### src/rtl/entrada_serial.sv
// Serial-to-parallel audio receiver: assembles WIDTH bits starting at a frame-start
// strobe, pulses done with the word, and flags/counts frames aborted by an early act.
module entrada_serial #(
  parameter int unsigned WIDTH     = 16,
  parameter bit          MSB_FIRST = 1'b0
) (
  input  logic             bclk,
  input  logic             reset,
  input  logic             enable,
  input  logic             act,
  input  logic             d_in,
  output logic [WIDTH-1:0] data,
  output logic             done,
  output logic             busy,
  output logic             frame_err,
  output logic [7:0]       err_count
);

  localparam int unsigned CW = $clog2(WIDTH);

  typedef enum logic {IDLE, SHIFT} state_t;

  state_t           state_q, state_d;
  logic [CW-1:0]    cnt_q, cnt_d;
  logic [WIDTH-1:0] sr_q, sr_d;
  logic [WIDTH-1:0] data_q, data_d;
  logic             done_q, done_d;
  logic             busy_q, busy_d;
  logic             frame_err_q, frame_err_d;
  logic [7:0]       err_count_q, err_count_d;
  logic [WIDTH-1:0] sr_shift;

  // Shift register contents after capturing d_in in the configured bit order
  always_comb begin
    if (MSB_FIRST) sr_shift = {sr_q[WIDTH-2:0], d_in};
    else           sr_shift = {d_in, sr_q[WIDTH-1:1]};
  end

  always_comb begin
    state_d     = state_q;
    cnt_d       = cnt_q;
    sr_d        = sr_q;
    data_d      = data_q;
    done_d      = 1'b0;
    busy_d      = busy_q;
    frame_err_d = 1'b0;
    err_count_d = err_count_q;

    if (enable) begin
      unique case (state_q)
        IDLE: begin
          if (act) begin
            sr_d    = sr_shift;
            cnt_d   = CW'(1);
            state_d = SHIFT;
            busy_d  = 1'b1;
          end
        end
        SHIFT: begin
          sr_d = sr_shift;
          if (act) begin
            // Early act aborts the partial word and restarts on this bit
            frame_err_d = 1'b1;
            if (err_count_q != 8'hFF) err_count_d = err_count_q + 8'd1;
            cnt_d = CW'(1);
          end else if (cnt_q == CW'(WIDTH - 1)) begin
            data_d  = sr_shift;
            done_d  = 1'b1;
            cnt_d   = '0;
            state_d = IDLE;
            busy_d  = 1'b0;
          end else begin
            cnt_d = CW'(cnt_q + CW'(1));
          end
        end
        default: state_d = IDLE;
      endcase
    end
  end

  always_ff @(posedge bclk) begin
    if (reset) begin
      state_q     <= IDLE;
      cnt_q       <= '0;
      sr_q        <= '0;
      data_q      <= '0;
      done_q      <= 1'b0;
      busy_q      <= 1'b0;
      frame_err_q <= 1'b0;
      err_count_q <= '0;
    end else begin
      state_q     <= state_d;
      cnt_q       <= cnt_d;
      sr_q        <= sr_d;
      data_q      <= data_d;
      done_q      <= done_d;
      busy_q      <= busy_d;
      frame_err_q <= frame_err_d;
      err_count_q <= err_count_d;
    end
  end

  assign data      = data_q;
  assign done      = done_q;
  assign busy      = busy_q;
  assign frame_err = frame_err_q;
  assign err_count = err_count_q;

endmodule

### config.mk
export PLATFORM = sky130hd
export DESIGN_NAME = entrada_serial
export DESIGN_NICKNAME = d
export VERILOG_FILES = /design/src/rtl/entrada_serial.sv
export SDC_FILE = /design/constraint.sdc
export NUM_CORES = 1
export LEC_CHECK = 0
export CORE_ASPECT_RATIO = 1.4
export CORE_MARGIN = 1.5
export CORE_UTILIZATION = 53
export DETAILED_ROUTE_END_ITERATION = 6
export MAX_ROUTING_LAYER = met4
export PLACE_DENSITY = 0.8
export SLEW_MARGIN = 20
export SYNTH_ARGS = -nofsm -noshare
export SYNTH_HDL_FRONTEND = slang
export SYNTH_SLANG_ARGS = --single-unit
### constraint.sdc
create_clock -name bclk -period 2.25 [get_ports bclk]
set_input_delay 0.3375 -clock bclk [delete_from_list [all_inputs] [get_ports bclk]]
set_output_delay 0.3375 -clock bclk [all_outputs]
set_load 0.1 [all_outputs]
==> Implementation_results.wiki <==
{| class="wikitable"
! Metric !! Value
|-
| Outcome || complete, no violations
|-
| Row count || 25
|-
| Setup TNS after final layout || 0 ns
|-
| Setup crit end kind || register
|-
| Met2 layer wire length in the routed design || roughly 1700 um
|-
| CP startpoint kind || primary input
|-
| Max H-tree Level || 2
|-
| Fraction of registers with async set or reset after synthesis || 0
|-
| Buffers on Ports || 31
|-
| Number of buffers created by CTS || 5
|-
| Via count of the first global-routing pass || between 1000 and 1500
|-
| Final weighted congestion in routability-driven placement || 0.804
|-
| Number of antenna violations at the first check in global routing || 0
|-
| Synth Area per Inst || 9.29 um^2
|-
| Worst slew pin tran || about 0.38 ns
|-
| Maximum clock path buffer count || 2
|-
| Classification of the worst-slack hold path || reg2reg
|-
| Final clock period utilization by the worst path || 0.742
|-
| Delay contributed by the slowest stage of the critical path || 0.70 ns
|-
| Latest clock arrival within the worst-skew pair || slightly below 0.3 ns
|-
| Max transition margin || 0.747
|-
| Critical path data arrival time || between 1.5 and 2 ns
|-
| GRT Residual Overflow || 0
|-
| Instance count of the mapped netlist || approximately 200
|-
| Total wire length after detailed routing || about 3400 um
|-
| Number of nets produced by synthesis || around 210
|-
| Vertical extent of the die || 73.2 um
|-
| Share of layout cells above drive strength 1 || 0.185
|-
| Average wire per cell in the routed design || 12.4 um
|-
| Setup skew after layout || around 0.004 ns
|-
| M1 wire length || 1500 um
|-
| Number of cells on the worst reg-to-reg path || 5
|-
| Critical-path top delay cell || sky130_fd_sc_hd__clkdlybuf4s50_1
|-
| Max frequency || approximately 600 MHz
|-
| Worst Setup Path Type || in2reg
|-
| First-pass detailed-route iteration total || 4
|-
| Total setup buffers inserted after CTS || 0
|-
| Routed via count || about 1500
|-
| Max-cap violations || 0
|-
| Min Tclk post-route || about 1.7 ns
|-
| Worst setup path start || enable
|-
| Power Density || around 730 nW/um^2
|-
| Horizontal extent of the die || 53.2 um
|-
| Synth cell types || 33
|-
| Post-CTS clock slew at the launch and capture registers of the worst setup and hold paths || roughly 0.08 ns
|-
| Half-perimeter wire length after detailed placement || about 2300 um
|-
| Worst setup path endpoint || data[13]
|-
| Share of Yosys cell area claimed by the top area cell type || 0.504
|-
| Iter 0 DRT Violations || 22
|-
| Die ar. || roughly 4000 um^2
|-
| Total leakage power || 0.000876 uW
|-
| Top-count cell post-synth || sky130_fd_sc_hd__dfxtp_1
|-
| Reg-to-Reg Start || err_count[0]
|-
| Final hold violations || 0
|-
| Chain of cells forming the critical path || clkdlybuf4s50_1 > nand3b_4 > nor2_8 > mux2i_1 > nor2_1
|-
| Cell Area, Synth || about 1900 um^2
|-
| Net total in the final layout || roughly 240
|-
| CTS-repair resized insts || 0
|-
| Seq/Total Area, Yosys || 0.504
|-
| Post-route antenna net violation count || 0
|-
| Area Overhead vs Synth || 20.2%
|-
| Average via count per standard cell || 5.35
|-
| Setup repair after global routing missed its margin || no
|-
| Maximum VDD drop || about 0.55 mV
|-
| Placeable Area || ~3400 um^2
|-
| Worst flop-to-flop path endpoint || err_count[7]
|-
| Number of synthesized register bits || 47
|-
| Clock tree from TritonCTS || built
|-
| Starting utilization of the core area || 0.553
|-
| Post-route core utilization || 0.664
|-
| Count of flip-flops with a built-in enable after synthesis || 0
|-
| Slack of the worst reg-to-reg path || 0.69 ns
|-
| Length of routed met3 wiring || 89 um
|-
| Antenna Cells || 0
|-
| Warnings, synthesis || 0
|-
| GRT Total Usage || 0.202
|-
| Max-slew violations || 0
|-
| Drc violations || 0
|-
| Number of primary I/O pins || 32
|-
| Count of hold-fix buffers inserted at cts || 0
|-
| Library cell used as clock root buffer || sky130_fd_sc_hd__clkbuf_8
|-
| Predominant post-synthesis flop cell || sky130_fd_sc_hd__dfxtp_1
|-
| Setup-violating endpoint count in the final report || 0
|-
| Wire length of the first global-routing pass || 5670 um
|-
| Clock net sink count || 47
|-
| Required time reported for the critical path endpoint || 2.44 ns
|-
| Top cells by area, synth || sky130_fd_sc_hd__dfxtp_1 50%, sky130_fd_sc_hd__mux2i_1 9.7%, sky130_fd_sc_hd__nand2_1 6.6%
|-
| Worst-path fanout max || 16
|-
| Top metal layer carrying routed signals || met4
|-
| Top cell type by total area after synthesis || sky130_fd_sc_hd__dfxtp_1
|-
| Largest net degree at the start of global routing || 28
|-
| Most frequent cells after synthesis || 47 x sky130_fd_sc_hd__dfxtp_1, 33 x sky130_fd_sc_hd__nand2_1, 31 x sky130_fd_sc_hd__nor2_1
|}
-- state kept, by name (all words and copies together) (netlist names) --
register,flops
busy,1
cnt_q,4
data,16
done,1
err_count,8
frame_err,1
sr_q,15
state_q,1
-- cells by family after synthesis --
family,Yosys count,synth area share
AO/OA/AOI/OAI,32,0.106
flip-flops,47,0.504
AND/OR/NAND/NOR,83,0.208
buffers and inverters,13,0.0436
multiplexers,18,0.0965
adder cells (fa/ha/maj),2,0.0134
XOR/XNOR,6,0.0281
-- worst min path at each step --
stage / startpoint / to / slack [ns] / depth (start not counted)
global placement: sr_q[1] / sr_q[1] / 0.45 / 2
finish: sr_q[5] / sr_q[4] / 0.47 / 2
detailed placement: sr_q[2] / sr_q[2] / 0.46 / 2
floorplan: sr_q[1] / sr_q[1] / 0.44 / 2
global route: sr_q[5] / sr_q[4] / 0.49 / 2
CTS: sr_q[2] / sr_q[2] / 0.48 / 2
-- metrics by stage --
step / worst slack, ns / hold WS (ns) / instances / area, um^2 / power (uW)
global placement: 0.295 / 0.447 / 264 / 2110 / 945
CTS: 0.579 / 0.476 / 272 / 2240 / 1660
floorplan: 0.0640 / 0.436 / 201 / 1870 / 925
detailed placement: 0.252 / 0.464 / 264 / 2110 / 946
global route: 0.487 / 0.489 / 272 / 2240 / 1700
finish: 0.581 / 0.473 / 272 / 2240 / 1640
-- critical path: cells and delay by family --
kind                   cells  cell delay [ns]
buffers and inverters      1             0.70
muxes                      1             0.25
and+or+nand+nor            3             0.57
-- report_power, final --
group / internal (uW) / switching, uW / total [uW]
clock network: 444 / 266 / 710
logic: 24.1 / 56.6 / 80.7
registers: 838 / 8.17 / 846
-- layer usage --
metal  GRT usage  up-vias
met2       0.331       25
met5           -        -
met4      0.0855        0
met3      0.0369        7
li1            -      741
met1       0.239      681
-- placed cells by master, fill, tap and decap left out --
| cell | instances |
|---|---|
| sky130_fd_sc_hd__clkdlybuf4s50_1 | 4 |
| sky130_fd_sc_hd__buf_4 | 31 |
| sky130_fd_sc_hd__nand3b_4 | 1 |
| sky130_fd_sc_hd__mux2i_1 | 18 |
| sky130_fd_sc_hd__clkbuf_1 | 1 |
| sky130_fd_sc_hd__a311oi_1 | 1 |
| sky130_fd_sc_hd__xnor2_1 | 1 |
| sky130_fd_sc_hd__nand4_1 | 2 |
| sky130_fd_sc_hd__clkbuf_8 | 5 |
| sky130_fd_sc_hd__and3_1 | 3 |
| sky130_fd_sc_hd__xor2_1 | 5 |
| sky130_fd_sc_hd__o21ai_2 | 2 |
| sky130_fd_sc_hd__nor2_8 | 1 |
| sky130_fd_sc_hd__o211ai_1 | 4 |
| sky130_fd_sc_hd__inv_1 | 1 |
| sky130_fd_sc_hd__o21ai_0 | 2 |
| sky130_fd_sc_hd__nand3_1 | 4 |
| sky130_fd_sc_hd__nand3b_1 | 1 |
| sky130_fd_sc_hd__ha_1 | 2 |
| sky130_fd_sc_hd__o21a_1 | 1 |
| sky130_fd_sc_hd__nor2_1 | 31 |
| sky130_fd_sc_hd__nand3_2 | 1 |
| sky130_fd_sc_hd__nor3_1 | 2 |
| sky130_fd_sc_hd__o2111ai_1 | 1 |
| sky130_fd_sc_hd__dfxtp_1 | 47 |
| sky130_fd_sc_hd__and2_1 | 1 |
| sky130_fd_sc_hd__nand2b_1 | 1 |
| sky130_fd_sc_hd__and4_1 | 2 |
| sky130_fd_sc_hd__a21oi_1 | 17 |
| sky130_fd_sc_hd__nand2_1 | 33 |
| sky130_fd_sc_hd__bufinv_16 | 2 |
| sky130_fd_sc_hd__a211oi_1 | 2 |
| sky130_fd_sc_hd__a22oi_1 | 2 |
-- area by class of cell --
| type | instances | area (um^2) |
|---|---|---|
| clock buffers | 6 | 72.6 |
| clock inverters | 2 | 60.1 |
| fillers | 286 | 1130 |
| inverters | 1 | 3.75 |
| multi-input cells | 141 | 845 |
| flip-flops and latches | 47 | 941 |
| well taps | 40 | 50.0 |
| repair buffers | 35 | 273 |
(Power assumes the default switching activity.)
